--- src/rtl/issue_ctrl_pkg.sv ---
// Shared encodings for the dual-issue scheduler: issue modes, stall bus and FSM states.
package issue_ctrl_pkg;

  localparam int   STALL_W = 6;
  localparam logic Stop    = 1'b1;
  localparam logic NoStop  = 1'b0;

  typedef enum logic {
    SingleIssue = 1'b0,
    DualIssue   = 1'b1
  } issue_mode_e;

  typedef enum logic {
    ISSUE_NORMAL  = 1'b0,
    ISSUE_WAIT_DS = 1'b1
  } issue_state_e;

  function automatic logic reads_reg(input logic rd_en, input logic [4:0] src,
                                     input logic [4:0] reg_num);
    return rd_en && (src == reg_num);
  endfunction

endpackage

--- src/rtl/issue_hazard_chk.sv ---
// Combinational hazard detection for the two FIFO head slots: load-use per slot
// plus the inter-slot register dependency and shared-resource conflict.
module issue_hazard_chk
  import issue_ctrl_pkg::*;
(
  input  logic       i1_rd_rs,
  input  logic       i1_rd_rt,
  input  logic [4:0] i1_rs,
  input  logic [4:0] i1_rt,
  input  logic       i1_we,
  input  logic [4:0] i1_waddr,
  input  logic [2:0] i1_flag,
  input  logic       i2_rd_rs,
  input  logic       i2_rd_rt,
  input  logic [4:0] i2_rs,
  input  logic [4:0] i2_rt,
  input  logic       i2_we,
  input  logic [4:0] i2_waddr,
  input  logic [2:0] i2_flag,
  input  logic       ex_is_load,
  input  logic [4:0] ex_waddr,
  output logic       load_use1,
  output logic       load_use2,
  output logic       slot_dep,
  output logic       res_conflict
);

  logic ex_load_live;

  always_comb begin
    ex_load_live = ex_is_load && (ex_waddr != '0);
    load_use1 = ex_load_live &&
                (reads_reg(i1_rd_rs, i1_rs, ex_waddr) || reads_reg(i1_rd_rt, i1_rt, ex_waddr));
    load_use2 = ex_load_live &&
                (reads_reg(i2_rd_rs, i2_rs, ex_waddr) || reads_reg(i2_rd_rt, i2_rt, ex_waddr));
    // r0 is never a real destination, so writes to it create no RAW/WAW ordering.
    slot_dep = i1_we && (i1_waddr != '0) &&
               (reads_reg(i2_rd_rs, i2_rs, i1_waddr) ||
                reads_reg(i2_rd_rt, i2_rt, i1_waddr) ||
                (i2_we && (i2_waddr == i1_waddr)));
    res_conflict = (i1_flag != '0) && (i2_flag != '0);
  end

endmodule

--- src/rtl/issue_ctrl.sv ---
// Dual-issue scheduler between the ID instruction FIFO and the EX issue bus:
// branch/delay-slot pairing FSM, stall requests and issue statistics.
module issue_ctrl
  import issue_ctrl_pkg::*;
#(
  parameter int FIFO_DEPTH  = 16,
  parameter int CNT_W       = 5,
  parameter int FULL_MARGIN = 4
) (
  input  logic               clk,
  input  logic               rst,
  input  logic               flush,
  input  logic [STALL_W-1:0] stall,
  input  logic [CNT_W-1:0]   fifo_count,
  input  logic [4:0]         i1_rs,
  input  logic [4:0]         i1_rt,
  input  logic [4:0]         i2_rs,
  input  logic [4:0]         i2_rt,
  input  logic               i1_rd_rs,
  input  logic               i1_rd_rt,
  input  logic               i2_rd_rs,
  input  logic               i2_rd_rt,
  input  logic               i1_we,
  input  logic               i2_we,
  input  logic [4:0]         i1_waddr,
  input  logic [4:0]         i2_waddr,
  input  logic [2:0]         i1_flag,
  input  logic [2:0]         i2_flag,
  input  logic               i1_is_br,
  input  logic               i2_is_br,
  input  logic               ex_is_load,
  input  logic [4:0]         ex_waddr,
  output logic               issue,
  output logic               issue_mode,
  output logic               inst1_valid,
  output logic               inst2_valid,
  output logic               stallreq_for_load,
  output logic               stallreq_for_fifo,
  output logic [31:0]        issued_cnt,
  output logic [31:0]        dual_cnt
);

  localparam logic [CNT_W-1:0] FULL_THRESH = CNT_W'(FIFO_DEPTH - FULL_MARGIN);

  issue_state_e state_q, state_d;
  issue_mode_e  mode;
  logic         load_use1, load_use2, slot_dep, res_conflict;
  logic         head_empty, blocked, dual_ok;
  logic         unused_stall_bits;

  assign unused_stall_bits = ^{stall[STALL_W-1:3], stall[1:0]};

  issue_hazard_chk u_hazard (
    .i1_rd_rs     (i1_rd_rs),
    .i1_rd_rt     (i1_rd_rt),
    .i1_rs        (i1_rs),
    .i1_rt        (i1_rt),
    .i1_we        (i1_we),
    .i1_waddr     (i1_waddr),
    .i1_flag      (i1_flag),
    .i2_rd_rs     (i2_rd_rs),
    .i2_rd_rt     (i2_rd_rt),
    .i2_rs        (i2_rs),
    .i2_rt        (i2_rt),
    .i2_we        (i2_we),
    .i2_waddr     (i2_waddr),
    .i2_flag      (i2_flag),
    .ex_is_load   (ex_is_load),
    .ex_waddr     (ex_waddr),
    .load_use1    (load_use1),
    .load_use2    (load_use2),
    .slot_dep     (slot_dep),
    .res_conflict (res_conflict)
  );

  always_comb begin
    state_d    = state_q;
    issue      = 1'b0;
    mode       = SingleIssue;
    head_empty = (fifo_count == '0);
    blocked    = rst || flush || (stall[2] == Stop) || head_empty || load_use1;
    dual_ok    = (fifo_count >= CNT_W'(2)) && !slot_dep && !res_conflict &&
                 !i2_is_br && !load_use2;

    if (flush) begin
      state_d = ISSUE_NORMAL;
    end else if (!blocked) begin
      issue = 1'b1;
      unique case (state_q)
        ISSUE_NORMAL: begin
          // A branch that cannot take its delay slot along waits for it alone.
          if (dual_ok)       mode    = DualIssue;
          else if (i1_is_br) state_d = ISSUE_WAIT_DS;
        end
        ISSUE_WAIT_DS: state_d = ISSUE_NORMAL;
        default:       state_d = ISSUE_NORMAL;
      endcase
    end

    issue_mode        = mode;
    inst1_valid       = issue;
    inst2_valid       = issue && (mode == DualIssue);
    stallreq_for_load = !rst && !flush && !head_empty && load_use1;
  end

  always_ff @(posedge clk) begin
    if (rst) begin
      state_q           <= ISSUE_NORMAL;
      stallreq_for_fifo <= 1'b0;
      issued_cnt        <= '0;
      dual_cnt          <= '0;
    end else begin
      state_q           <= state_d;
      stallreq_for_fifo <= !flush && (fifo_count >= FULL_THRESH);
      if (issue) begin
        issued_cnt <= issued_cnt + ((mode == DualIssue) ? 32'd2 : 32'd1);
        if (mode == DualIssue) dual_cnt <= dual_cnt + 32'd1;
      end
    end
  end

endmodule

--- config.mk ---
export PLATFORM = sky130hd
export DESIGN_NAME = issue_ctrl
export DESIGN_NICKNAME = d
export VERILOG_FILES = /design/src/rtl/issue_ctrl_pkg.sv /design/src/rtl/issue_hazard_chk.sv /design/src/rtl/issue_ctrl.sv
export SDC_FILE = /design/constraint.sdc
export NUM_CORES = 1
export LEC_CHECK = 0
export BUFFER_PORTS_ARGS = -buffer_cell sky130_fd_sc_hd__buf_2
export CORE_UTILIZATION = 51
export CTS_CLUSTER_DIAMETER = 100
export CTS_CLUSTER_SIZE = 16
export DETAILED_ROUTE_END_ITERATION = 12
export PLACE_DENSITY = 0.85
export SLEW_MARGIN = 20
export SYNTH_ARGS = -nofsm -noshare
export SYNTH_HDL_FRONTEND = slang
export SYNTH_HIERARCHICAL = 1
export SYNTH_SLANG_ARGS = --single-unit
--- constraint.sdc ---
create_clock -name clk -period 6.25 [get_ports clk]
set_input_delay 0.9375 -clock clk [delete_from_list [all_inputs] [get_ports clk]]
set_output_delay 0.9375 -clock clk [all_outputs]
set_load 0.01 [all_outputs]
==> results of run 1 <==
[kinds of logic after synthesis]
family / after synthesis / synth area share [%]
AO/OA/AOI/OAI: 100 / 17.1
XOR/XNOR: 38 / 8.60
adder cells (fa/ha/maj): 4 / 1.49
buffers and inverters: 47 / 5.37
flip-flops: 66 / 34.2
multiplexers: 17 / 4.63
AND/OR/NAND/NOR: 187 / 28.7
[power by group]
part | leakage (nW) | switching [mW] | internal [mW]
sequential | 0.532 | 0.00111 | 0.421
combinational | 1.22 | 0.0409 | 0.0307
clock | 0.109 | 0.164 | 0.234
[cell usage in the layout, fill, tap and decap left out, drive strengths merged, types with 2 or more instances in the layout]
| master | instances |
|---|---|
| buf | 131 |
| dfxtp | 66 |
| a21oi | 35 |
| xor2 | 29 |
| or4 | 29 |
| nand2 | 27 |
| nor4 | 26 |
| nand3 | 26 |
| o31ai | 22 |
| nand4 | 20 |
| nor2 | 13 |
| o21ai | 12 |
| clkbuf | 11 |
| inv | 10 |
| mux2i | 10 |
| and4 | 9 |
| xnor2 | 9 |
| o311ai | 8 |
| o41ai | 8 |
| or3 | 8 |
| and3 | 7 |
| nor2b | 7 |
| mux2 | 7 |
| and2 | 6 |
| o31a | 4 |
| o21a | 4 |
| a211oi | 3 |
| nor3 | 3 |
| ha | 3 |
| nor4b | 2 |
| nand2b | 2 |
| clkinv | 2 |
| bufinv | 2 |
[sequential cells by signal, indices dropped and copies added, names as in the netlist]
name and cells:
dual_cnt 32, issued_cnt 32, stallreq_for_fifo 1, state_q 1
[Yosys cell counts (all sizes together) (3+ instances only)]
| library cell | number |
|---|---|
| mux2 | 7 |
| nand4 | 20 |
| or3 | 8 |
| or4 | 29 |
| a21oi | 35 |
| a211oi | 3 |
| o41ai | 8 |
| clkbuf | 27 |
| and4 | 9 |
| and2 | 6 |
| mux2i | 10 |
| ha | 3 |
| o311ai | 8 |
| nor2 | 13 |
| nor2b | 7 |
| o31ai | 22 |
| o21ai | 12 |
| o21a | 4 |
| nor3 | 3 |
| nand3 | 26 |
| nor4 | 26 |
| inv | 10 |
| nand2 | 27 |
| and3 | 7 |
| xnor2 | 9 |
| xor2 | 29 |
| buf | 10 |
| o31a | 4 |
| dfxtp | 66 |
[through the flow]
step           instance area, µm²  instances  hold WS, ns  worst slack (ns)  total power, mW
6_report                     4700        668        0.463              1.66            0.892
5_1_grt                      4700        668        0.497              1.52            0.924
4_1_cts                      4700        668        0.465              1.70            0.899
3_5_place_dp                 4490        652        0.455              1.33            0.503
3_3_place_gp                 4480        651        0.444              1.42            0.499
2_1_floorplan                3870        459        0.449              1.49            0.471
[per-layer routing]
| layer | track usage [%] | up-vias |
|---|---|---|
| met3 | 5.82 | 25 |
| li1 | - | 1981 |
| met1 | 34.2 | 1917 |
| met5 | 0 | - |
| met2 | 42.3 | 161 |
| met4 | 11.3 | 0 |
[cell type report]
cell class                      instances  area, µm²  share of cell area [%]
Multi-Input combinational cell        346       2340                    49.7
Sequential cell                        66       1320                    28.1
Timing Repair Buffer                  131        663                    14.1
Clock buffer                           11        141                    3.01
Tap cell                               99        124                    2.63
Clock inverter                          5       77.6                    1.65
Inverter                               10       37.5                   0.798
[worst max-delay path, stage by stage]
cell and delay [ns]:
buf_2 0.13, or4_1 0.51, o21ai_0 0.16, a31oi_1 0.06
or4_1 0.57, or4_1 0.41, buf_4 0.24, fa_1 0.55
and3b_1 0.33, nand2_1 0.17, nor4_1 0.37, mux2_2 0.37
[final timing paths]
kind / from / to / slack, ns
worst min register to register: issued_cnt[31] / issued_cnt[31] / 0.46
worst max-delay path: i1_waddr[1] / issued_cnt[30] / 1.66
worst max register to register: state_q / issued_cnt[30] / 3.28
worst min-delay path: issued_cnt[31] / issued_cnt[31] / 0.46
==> results.md, run 1 <==
- Status: finished clean
- Clock sink total: 66
- Area growth syn-to-layout: 21.6%
- Fin Setup TNS: 0 ns
- Util after Layout: 64.5%
- Ports: 134
- Final Slew Violations: 0
- Yosys top cell area share: 34.2%
- Tcrit/Tclk final: 73.4%
- Metal2 WL: 4.87 mm
- Die Width: 89.1 µm
- Max Cap Viol: 0
- Max Clock Skew: 0.00867 ns
- Clock Path Buffers: 2
- Remaining global-route overflow: 0
- Metal3 WL: 574 µm
- Kind of critical path: input pin to flop
- Die footprint: 0.00794 mm²
- I/O Buffers: 128
- Post-route DRC: 0
- Drt via density: approximately 6.1
- Cells on Worst Hold Path: 1
- DRT met1 WL: 4.49 mm
- Layout cells sized above 1: ~27%
- Drt wl/cell: roughly 15 µm
- Syn_nets: 527
- Slew HR: 30.0%
- Count of cell types in the netlist: 43
- Total CTS buffers: 9
- Post-synth design cell area: 0.00387 mm²
- Diode count: 0
- Setup violators final: 0
- First-pass GRT wire length: roughly 16 mm
- HPWL after detailed placement: 7.26 mm
- Placer Congestion: roughly 0.96
- Worst-Skew Late Latency: approximately 0.34 ns
- Antenna violations before repair: 0
- Final net count: 632
- CP Capture Type: flop
- Die height: roughly 89 µm
- Synth area leader: dfxtp_1
- Peak supply drop: 0.133 mV
- CTS tree: built
- EDFF count, synth: 0
- Worst Setup Start Kind: input pin
- Fillcell total: 670
- Yosys warning count: 6
- Hold WC Path Type: flop to flop
- Min Tclk post-route: 4.59 ns
- Worst-path clk slew: 0.07 ns
- DR iter-0 viols: 195
- Least-Margin Pin Slew: 1.05 ns
- Global Route Usage Sum: around a quarter
- Drt first pass iters: 4
- CP max FO: 33
- Top sig layer: met4
- WL final: a little over 10 mm
- CP required: 6.49 ns
- Vias: roughly 4000
- Post-CTS sizing: 0
- Post CTS Setup Buffer Count: 0
- Max Freq: 218 MHz
- Syn avg cell area: approximately 8.4 µm²
- Largest net degree at the start of global routing: 57
- Root Driver: clkbuf_8
- Final Hold Viols: 0
- Worst Reg2Reg Path Length in Cells: 7
- Yosys reg bits: 66
- Htree depth: 3
- Synth top area cells: dfxtp_1 34%, xor2_1 6.6%, or4_1 5.2%
- Core ar.: ~0.0073 mm²
- Initial Util: between 50% and 60%
- RSZ-0062 raised after global routing: no
- Vias in the first global route: 3535
- Arrival time at the worst endpoint: 4.82 ns
- Total leakage power: 1.86 nW
- Post-Syn Instances: 459
- Routed Antenna Nets: 0
- CTS Hold Buffers Added: 0
- PD cells: roughly 190 mW/mm²
- Placement row count: 31
- Sequential fraction of the synthesis area: about a third
- Asr flop ratio synth: 0%
- Main synth FF type: dfxtp_1
Power figures use the tool's default switching activity.
==> run 2, diff against run 1 <==
==> constraint.sdc (replaced) <==
create_clock -name clk -period 4.5 [get_ports clk]
set_input_delay 0.675 -clock clk [delete_from_list [all_inputs] [get_ports clk]]
set_output_delay 0.675 -clock clk [all_outputs]
set_load 0.01 [all_outputs]
==> results.md, run 2 (synthesized netlist as in run 1, its figures left out) <==
- Least-Margin Pin Slew: 0.810 ns
- Kind of critical path: input pin to flop
- Final Hold Viols: 0
- Vias in the first global route: 3581
- PD cells: approximately 260 mW/mm²
- NetSw: 0.277 mW
- Multi-input combinational cell area: 0.00234 mm²
- Routed Antenna Nets: 0
- Fin Setup TNS: 0 ns
- WL final: 10.3 mm
- Largest net degree at the start of global routing: 56
- Final Slew Violations: 0
- Clk pwr share: ~45%
- Htree depth: 3
- Util after Layout: ~65%
- Power consumption: about 1.2 mW
- Tcrit/Tclk final: between 80% and 90%
- Post-route DRC: 0
- Hold WC Path Type: flop to flop
- Max Cap Viol: 0
- Max Freq: 250 MHz
- Max Clock Skew: roughly 0.011 ns
- Regs by FF count: dual_cnt: 32 flops, issued_cnt: 32 flops
- Post CTS Setup Buffer Count: 0
- CP required: 4.73 ns
- Drt wl/cell: 15.3 µm
- Placement row count: 31
- Peak supply drop: approximately 0.2 mV
- HPWL after detailed placement: 7.41 mm
- I/O Buffers: 128
- First-pass GRT wire length: 16.8 mm
- Layout cells sized above 1: 27.7%
- CP Capture Type: flop
- Die Width: 89.1 µm
- Clock Path Buffers: 2
- Final net count: roughly 640
- Remaining global-route overflow: 0
- Total leakage power: 1.89 nW
- Ports: 134
- Die footprint: 0.00794 mm²
- Net Sw Frac: roughly 22%
- Clock sink total: 66
- RSZ-0062 raised after global routing: no
- Die height: 89.1 µm
- Commonest non-fill, non-tap cells in the layout: 128 x buf_2, 66 x dfxtp_1, 35 x a21oi_1, 29 x xor2_1
- Arrival time at the worst endpoint: 4.24 ns
- Core ar.: 0.00729 mm²
- Fillcell total: 673
- Total CTS buffers: 9
- Worst Setup Start Kind: input pin
- Comb pwr share: between 8 and 9%
- Area growth syn-to-layout: 22.6%
- Global Route Usage Sum: 27.1%
- Slew HR: 46.0%
- Seq. cell area: 0.00132 mm²
- Diode count: 0
- Worst Path Buf+Inv: 3
- Worst-path clk slew: ~0.07 ns
- Crit path cell chain: buf_2 > or4_1 > o21ai_0 > a31oi_1 > or4_1 > or4_1 > buf_4 > inv_1 > ha_1 > a21o_1 > nand3_1 > nor4_1 > mux2_2
- Placer Congestion: 0.956
- Status: finished clean
- Crit path largest cell delay: 0.58 ns
- Post-CTS sizing: 0
- Min Tclk post-route: roughly 4 ns
- Setup violators final: 0
- CTS Hold Buffers Added: 0
- Family with the most delay on the worst path: simple AND/OR/NAND/NOR gates
- Worst-Skew Late Latency: between 0.3 and 0.4 ns
- CP max FO: 32
- Most common cell on crit path: or4_1
- Pint: around 0.97 mW
- Root Driver: clkbuf_8
- Sequential share of power: around 47%
- CTS tree: built
- Vias: 4080
- Drt first pass iters: 7
- Most common cell after layout, fill and taps aside: buf_2
- Initial Util: 53.1%
- Slowest CP cell: or4_1
- Drt via density: 6.07
- Antenna violations before repair: 0
- DR iter-0 viols: 225
## run 2: cell types whose count changed in the layout (fill, tap and decap cells not counted)
cell	delta
clkbuf_8	+1
clkinvlp_4	-1
buf_4	+5
clkinv_2	-2
clkbuf_1	+1
## run 2: worst paths after layout
kind | depth (start not counted) | slack (ns) | from | endpoint
setup reg to reg | 9 | 1.74 | state_q | issued_cnt[26]
hold / removal | 1 | 0.45 | issued_cnt[31] | issued_cnt[31]
hold reg to reg | 1 | 0.45 | issued_cnt[31] | issued_cnt[31]
setup / recovery | 13 | 0.50 | i1_waddr[1] | issued_cnt[27]
## run 2: metal layers
layer | vias to the layer above | global-route usage [%] | share of wire, %
li1 | 1986 | - | -
met1 | 1922 | 35.0 | 43
met2 | 156 | 44.3 | 49
met3 | 16 | 7.85 | 6.3
met4 | 0 | 7.50 | 1.3
met5 | - | 0 | 0
## run 2: per-stage QoR
stage                     std cells  hold WS, ns  instance area (µm²)  worst slack (ns)
after detailed placement        657        0.450                 4520             0.230
after global routing            672        0.504                 4740             0.346
after global placement          657        0.443                 4520             0.250
after CTS                       672        0.460                 4740             0.576
final                           672        0.453                 4740             0.495
after floorplan                 459        0.449                 3870          0.000326
## run 2: power by group through the flow
stage          Combinational (mW)  Sequential [mW]  Clock [mW]
3_5_place_dp               0.0991            0.600           0
6_report                    0.100            0.587       0.559
5_1_grt                     0.110            0.587       0.597
2_1_floorplan              0.0540            0.601           0
3_3_place_gp               0.0943            0.600           0
4_1_cts                    0.0996            0.587       0.570
## run 2: final cells by class
cell class | instances | share of cell area (%)
Timing Repair Buffer | 136 | 14.8
Clock buffer | 13 | 3.35
Tap cell | 99 | 2.61
Clock inverter | 2 | 1.27
Sequential cell | 66 | 27.9
Multi-Input combinational cell | 346 | 49.3
Inverter | 10 | 0.792
